==> config.mk <==
export PLATFORM = sky130hd
export DESIGN_NAME = apb_rr_master_flat
export DESIGN_NICKNAME = d
export VERILOG_FILES = /design/src/rtl/apb_rr_master_if.sv /design/src/rtl/apb_rr_master.sv /design/src/flat_wrapper.sv
export SDC_FILE = /design/constraint.sdc
export NUM_CORES = 1
export LEC_CHECK = 0
export CAP_MARGIN = 10
export CORE_UTILIZATION = 41
export CTS_BUF_LIST = sky130_fd_sc_hd__clkbuf_8
export DETAILED_ROUTE_END_ITERATION = 12
export GPL_ROUTABILITY_DRIVEN = 0
export PLACE_DENSITY_LB_ADDON = 0.15
export SETUP_SLACK_MARGIN = 0.02
export SYNTH_ARGS = -nofsm -noshare
export SYNTH_HDL_FRONTEND = slang
export SYNTH_SLANG_ARGS = --single-unit
==> constraint.sdc <==
create_clock -name clk -period 4.67 [get_ports clk]
set_input_delay 0.467 -clock clk [delete_from_list [all_inputs] [get_ports clk]]
set_output_delay 0.467 -clock clk [all_outputs]
set_load 0.005 [all_outputs]
==> src/rtl/apb_rr_master_if.sv <==
// rtl/apb_rr_master_if.sv - APB bus bundle shared by the round-robin master and its slave
interface apb_rr_master_if #(
    parameter int ADDR_W = 32,
    parameter int DATA_W = 32
) ();
    logic              psel;
    logic              penable;
    logic              pwrite;
    logic [ADDR_W-1:0] paddr;
    logic [DATA_W-1:0] pwdata;
    logic [DATA_W-1:0] prdata;
    logic              pready;
    logic              pslverr;

    modport master (
        output psel, penable, pwrite, paddr, pwdata,
        input  prdata, pready, pslverr
    );

    modport slave (
        input  psel, penable, pwrite, paddr, pwdata,
        output prdata, pready, pslverr
    );
endinterface

==> src/rtl/apb_rr_master.sv <==
// rtl/apb_rr_master.sv - two-requester round-robin APB master with wait-state timeout
module apb_rr_master #(
    parameter int ADDR_W  = 32,
    parameter int DATA_W  = 32,
    parameter int TIMEOUT = 16
) (
    input  logic                clk,
    input  logic                rst,
    input  logic [1:0]          req_valid_i,
    output logic [1:0]          req_ready_o,
    input  logic [1:0]          req_write_i,
    input  logic [2*ADDR_W-1:0] req_addr_i,
    input  logic [2*DATA_W-1:0] req_wdata_i,
    output logic [1:0]          rsp_valid_o,
    output logic [DATA_W-1:0]   rsp_rdata_o,
    output logic                rsp_err_o,
    apb_rr_master_if.master     apb
);
    localparam int CNT_W = (TIMEOUT > 1) ? $clog2(TIMEOUT + 1) : 1;

    typedef enum logic [1:0] {IDLE, SETUP, ACCESS} state_t;

    state_t              state_q;
    logic                psel_q, penable_q, pwrite_q;
    logic [ADDR_W-1:0]   paddr_q;
    logic [DATA_W-1:0]   pwdata_q;
    logic [1:0]          rsp_valid_q;
    logic [DATA_W-1:0]   rsp_rdata_q;
    logic                rsp_err_q;
    logic                last_grant_q;
    logic                owner_q;
    logic [CNT_W-1:0]    wait_q;

    logic                winner_d;
    logic                timeout_hit_d;

    // On contention the requester that did not win last time goes next.
    assign winner_d      = (req_valid_i == 2'b11) ? ~last_grant_q : req_valid_i[1];
    assign timeout_hit_d = (TIMEOUT != 0) && (wait_q == CNT_W'(TIMEOUT - 1));

    always_comb begin
        req_ready_o = 2'b00;
        if (state_q == IDLE && req_valid_i != 2'b00)
            req_ready_o = winner_d ? 2'b10 : 2'b01;
    end

    always_ff @(posedge clk) begin
        if (rst) begin
            state_q      <= IDLE;
            psel_q       <= 1'b0;
            penable_q    <= 1'b0;
            pwrite_q     <= 1'b0;
            paddr_q      <= '0;
            pwdata_q     <= '0;
            rsp_valid_q  <= 2'b00;
            rsp_rdata_q  <= '0;
            rsp_err_q    <= 1'b0;
            last_grant_q <= 1'b1;
            owner_q      <= 1'b0;
            wait_q       <= '0;
        end else begin
            rsp_valid_q <= 2'b00;
            case (state_q)
                IDLE: begin
                    if (req_valid_i != 2'b00) begin
                        paddr_q      <= winner_d ? req_addr_i[2*ADDR_W-1:ADDR_W] : req_addr_i[ADDR_W-1:0];
                        pwdata_q     <= winner_d ? req_wdata_i[2*DATA_W-1:DATA_W] : req_wdata_i[DATA_W-1:0];
                        pwrite_q     <= req_write_i[winner_d];
                        owner_q      <= winner_d;
                        last_grant_q <= winner_d;
                        psel_q       <= 1'b1;
                        penable_q    <= 1'b0;
                        state_q      <= SETUP;
                    end
                end
                SETUP: begin
                    penable_q <= 1'b1;
                    wait_q    <= '0;
                    state_q   <= ACCESS;
                end
                ACCESS: begin
                    if (apb.pready || timeout_hit_d) begin
                        psel_q      <= 1'b0;
                        penable_q   <= 1'b0;
                        state_q     <= IDLE;
                        rsp_valid_q <= owner_q ? 2'b10 : 2'b01;
                        // pslverr only counts in the pready cycle; a timeout always errors.
                        rsp_err_q   <= apb.pready ? apb.pslverr : 1'b1;
                        rsp_rdata_q <= (apb.pready && !pwrite_q) ? apb.prdata : '0;
                    end else if (TIMEOUT != 0) begin
                        wait_q <= wait_q + 1'b1;
                    end
                end
                default: begin
                    psel_q    <= 1'b0;
                    penable_q <= 1'b0;
                    state_q   <= IDLE;
                end
            endcase
        end
    end

    assign apb.psel    = psel_q;
    assign apb.penable = penable_q;
    assign apb.pwrite  = pwrite_q;
    assign apb.paddr   = paddr_q;
    assign apb.pwdata  = pwdata_q;
    assign rsp_valid_o = rsp_valid_q;
    assign rsp_rdata_o = rsp_rdata_q;
    assign rsp_err_o   = rsp_err_q;
endmodule

==> src/flat_wrapper.sv <==
// flat-port wrapper written by rule: the top's interface ports become plain ports
module apb_rr_master_flat 
#(
    parameter int ADDR_W  = 32,
    parameter int DATA_W  = 32,
    parameter int TIMEOUT = 16
)
  (clk, rst, req_valid_i, req_ready_o, req_write_i, req_addr_i, req_wdata_i, rsp_valid_o, rsp_rdata_o, rsp_err_o, apb_psel, apb_penable, apb_pwrite, apb_paddr, apb_pwdata, apb_prdata, apb_pready, apb_pslverr);
  apb_rr_master_if #(.ADDR_W(ADDR_W), .DATA_W(DATA_W)) apb_i ();
  input  logic clk;
  input  logic rst;
  input  logic [1:0] req_valid_i;
  output logic [1:0] req_ready_o;
  input  logic [1:0] req_write_i;
  input  logic [2*ADDR_W-1:0] req_addr_i;
  input  logic [2*DATA_W-1:0] req_wdata_i;
  output logic [1:0] rsp_valid_o;
  output logic [DATA_W-1:0] rsp_rdata_o;
  output logic rsp_err_o;
  output wire logic [$bits(apb_i.psel)-1:0] apb_psel;
  output wire logic [$bits(apb_i.penable)-1:0] apb_penable;
  output wire logic [$bits(apb_i.pwrite)-1:0] apb_pwrite;
  output wire logic [$bits(apb_i.paddr)-1:0] apb_paddr;
  output wire logic [$bits(apb_i.pwdata)-1:0] apb_pwdata;
  input wire logic [$bits(apb_i.prdata)-1:0] apb_prdata;
  input wire logic [$bits(apb_i.pready)-1:0] apb_pready;
  input wire logic [$bits(apb_i.pslverr)-1:0] apb_pslverr;
  assign apb_psel = apb_i.psel;
  assign apb_penable = apb_i.penable;
  assign apb_pwrite = apb_i.pwrite;
  assign apb_paddr = apb_i.paddr;
  assign apb_pwdata = apb_i.pwdata;
  assign apb_i.prdata = apb_prdata;
  assign apb_i.pready = apb_pready;
  assign apb_i.pslverr = apb_pslverr;
  apb_rr_master #(.ADDR_W(ADDR_W), .DATA_W(DATA_W), .TIMEOUT(TIMEOUT)) u_core (.clk(clk), .rst(rst), .req_valid_i(req_valid_i), .req_ready_o(req_ready_o), .req_write_i(req_write_i), .req_addr_i(req_addr_i), .req_wdata_i(req_wdata_i), .rsp_valid_o(rsp_valid_o), .rsp_rdata_o(rsp_rdata_o), .rsp_err_o(rsp_err_o), .apb(apb_i));
endmodule
==> impl_metrics.toml <==
[finish]
area_delta_synth_final_pct = 67.3
fin_nets = 915
n_fill_cell = 823
drive_gt1_share_pct = 4.53
antenna_cells = 0

[job]
max-cap-violations = 0

[timing]
fin_crit_ns = 2.64
max_freq_mhz = 379
hold_ws_ns = 0.454
slew_viol_final = 0
setup-tns-final_ns = 0
clock_skew_ns = 0.0171
hold_viol_final = 0
worst_slew_pin_slew_ns = 1.14
setup_viol = 0
max_slew_margin_pct = 24.1
finalCritPeriodShare_pct = 56.5
rsz0062_at_grt = "false"

[global_route]
grt.total_usage_pct = 28.0
grt_pass1_vias = 4953
antenna_found_initial = 1
grt_max_degree = 80
grt.overflow.total = 0
grt_pass1_wl_um = 25000

[route]
drtIter0Drc = 379
wire_per_inst_um = 18.1
ant_nets = 0
dr.pass1.iters = 5
num_vias = 5042
wirelength_um = 16000
drc_errors = 0
viasPerCell = 5.69

[setup_path]
cp.arrival_ns = 2.17
worst-path-buf-inv = 1
max_stage_delay_ns = 0.54
path_cells = "nor2_4, and3_1, clkdlybuf4s50_1"
worstSetupStartpointType = "register"
cp-end-kind = "output port"
critPathSlowestCell = "nor2_4"
critical_path_required_ns = 4.20
critical_path.top_delay_family = "simple AND/OR/NAND/NOR gates"
cp_max_fo = 26
rrSetupSlack_ns = 2.45
worstSetupPathType = "reg2out"

[die]
row_count = 37
initial_core_util_pct = 42.4
fp.dieW_um = 106
die_area_sq_um = 11100
dieHeight_um = 106
io_pins = 272
core_sq_um = 10400

[synthesis]
syn_inst = 513
ys_ff_latch = 110
synth.distinct_cells = 30
syn_nets = 683
avgSynthCellArea_sq_um = 8.57
ys_seq_area_share_pct = 50.1
yosysWarnings = 0
synth_area_sq_um = 4400

[power_and_ir_drop]
p_leak_nw = 2.55
peakVddDrop_uv = 160
p_per_area_nw_per_um2 = 294

[cts]
clkTransAtPathRegs_ns = 0.12
clkSinkCount = 110
cts_setup_buffers = 0
cts_tree = "built"
cts_root_buffer = "clkbuf_8"
cts-resized-gates = 0
cts_buffer_depth = 2
clk_latency_ns = 0.38
numCtsBuffers = 9
ctsHtreeMaxLevel = 3
holdBufCountCts = 0

[worst_hold_path]
hp-class = "reg2reg"

[place]
dp_hpwl_um = 11000
portBuffers = 271

[outcome]
status = "complete, no violations"
-- worst reg2reg max path: cells and delay by family (launching register included) --
| family | cells | cell delay [ns] |
|---|---|---|
| AO/OA/AOI/OAI | 1 | 0.27 |
| AND/OR/NAND/NOR | 2 | 1.33 |
| flip-flops | 1 | 0.57 |
-- through the flow --
| step | area (sq um) | instances | worst slack [ns] | total power, mW | utilization (%) |
|---|---|---|---|---|---|
| 2_1_floorplan | 4400 | 513 | 2.62 | 1.26 | - |
| 3_3_place_gp | 7160 | 870 | 2.21 | 1.59 | 69.0 |
| 3_5_place_dp | 7160 | 870 | 2.14 | 1.60 | 69.0 |
| 4_1_cts | 7360 | 886 | 2.05 | 2.17 | 70.9 |
| 5_1_grt | 7360 | 886 | 1.91 | 2.26 | 70.9 |
| 6_report | 7360 | 886 | 2.03 | 2.16 | 70.9 |
-- registers in the layout (all words and copies together), names as in the netlist --
signal / count
u_core.apb.pwdata: 32
u_core.wait_q: 5
u_core.apb.paddr: 32
u_core.owner_q: 1
u_core.rsp_err_o: 1
u_core.last_grant_q: 1
u_core.rsp_rdata_o: 32
u_core.state_q: 1
u_core.apb.pwrite: 1
u_core.apb.psel: 1
u_core.apb.penable: 1
u_core.rsp_valid_o: 2
-- cell usage after synthesis (all sizes together) --
cell type    n  area (sq um)
or3          1          6.26
o211ai       1          7.51
a22o        32           280
nand2b       4          25.0
nor4b        1          8.76
a21boi       1          7.51
nand3      135           676
o21ai       67           335
buf         11          45.0
xor2         1          8.76
or4b         1          10.0
nor2         4          15.0
nand2        4          15.0
nor3         1          5.00
nor2b        1          6.26
nor3b        2          15.0
a211o        1          8.76
inv          4          15.0
a21oi        9          45.0
clkbuf      48           180
ha           2          25.0
or2          2          12.5
a311oi       1          8.76
a221oi       1          8.76
and3         3          18.8
a31oi       65           407
dfxtp      110          2200
-- cell families (layout without fill, tap and decap cells) --
family | after synthesis | after routing | share of synthesized area [%]
XOR/XNOR | 1 | 1 | 0.199
flip-flops | 110 | 110 | 50.1
buffers and inverters | 63 | 300 | 5.46
AND/OR/NAND/NOR | 159 | 159 | 18.5
AO/OA/AOI/OAI | 178 | 178 | 25.2
adder cells (fa/ha/maj) | 2 | 2 | 0.569
-- cells in the final DEF (no fill, tap or decap), types with 2 or more instances in the layout --
cell type / instances
clkdlybuf4s50_1: 270
nand3_1: 135
dfxtp_1: 110
a31oi_1: 65
o21ai_1: 56
a22o_1: 32
o21ai_0: 11
clkbuf_8: 9
buf_4: 9
a21oi_1: 8
nand2_1: 4
and3_1: 3
inv_1: 3
nand2b_1: 3
nor2_4: 2
nor2_1: 2
ha_1: 2
clkinv_8: 2
inv_6: 2
-- final timing paths --
| check | cells past startpoint | endpoint | from |
|---|---|---|---|
| worst min-delay path | 1 | u_core.rsp_valid_o[0]$_SDFF_PP0_ | u_core.owner_q$_SDFFE_PP0P_ |
| worst max register to register | 3 | u_core.rsp_rdata_o[4]$_SDFFE_PP0P_ | u_core.apb.penable$_SDFFE_PP0P_ |
| worst min register to register | 1 | u_core.rsp_valid_o[0]$_SDFF_PP0_ | u_core.owner_q$_SDFFE_PP0P_ |
| worst max-delay path | 3 | req_ready_o[0] | u_core.apb.penable$_SDFFE_PP0P_ |
-- where the power goes --
part	switching [mW]	total [mW]	internal [mW]
Combinational	0.237	0.539	0.302
Clock	0.364	0.576	0.212
Sequential	0.0396	1.04	1.00
-- cell type report --
type | instances | area [sq um] | area share [%]
flip-flops and latches | 110 | 2200 | 29.9
repair buffers | 280 | 2780 | 37.7
multi-input cells | 340 | 1990 | 27.1
clock buffers | 9 | 124 | 1.68
well taps | 136 | 170 | 2.31
clock inverters | 7 | 77.6 | 1.05
inverters | 4 | 15.0 | 0.204
-- per-layer routing --
metal | share of wire [%] | vias to the layer above | global-route usage (%)
met2 | 49 | 248 | 48.1
met4 | 2.5 | 2 | 10.1
met3 | 8.8 | 31 | 7.30
met1 | 40 | 2378 | 33.8
met5 | 0.10 | - | 0
li1 | - | 2383 | -
(Power assumes the default switching activity.)
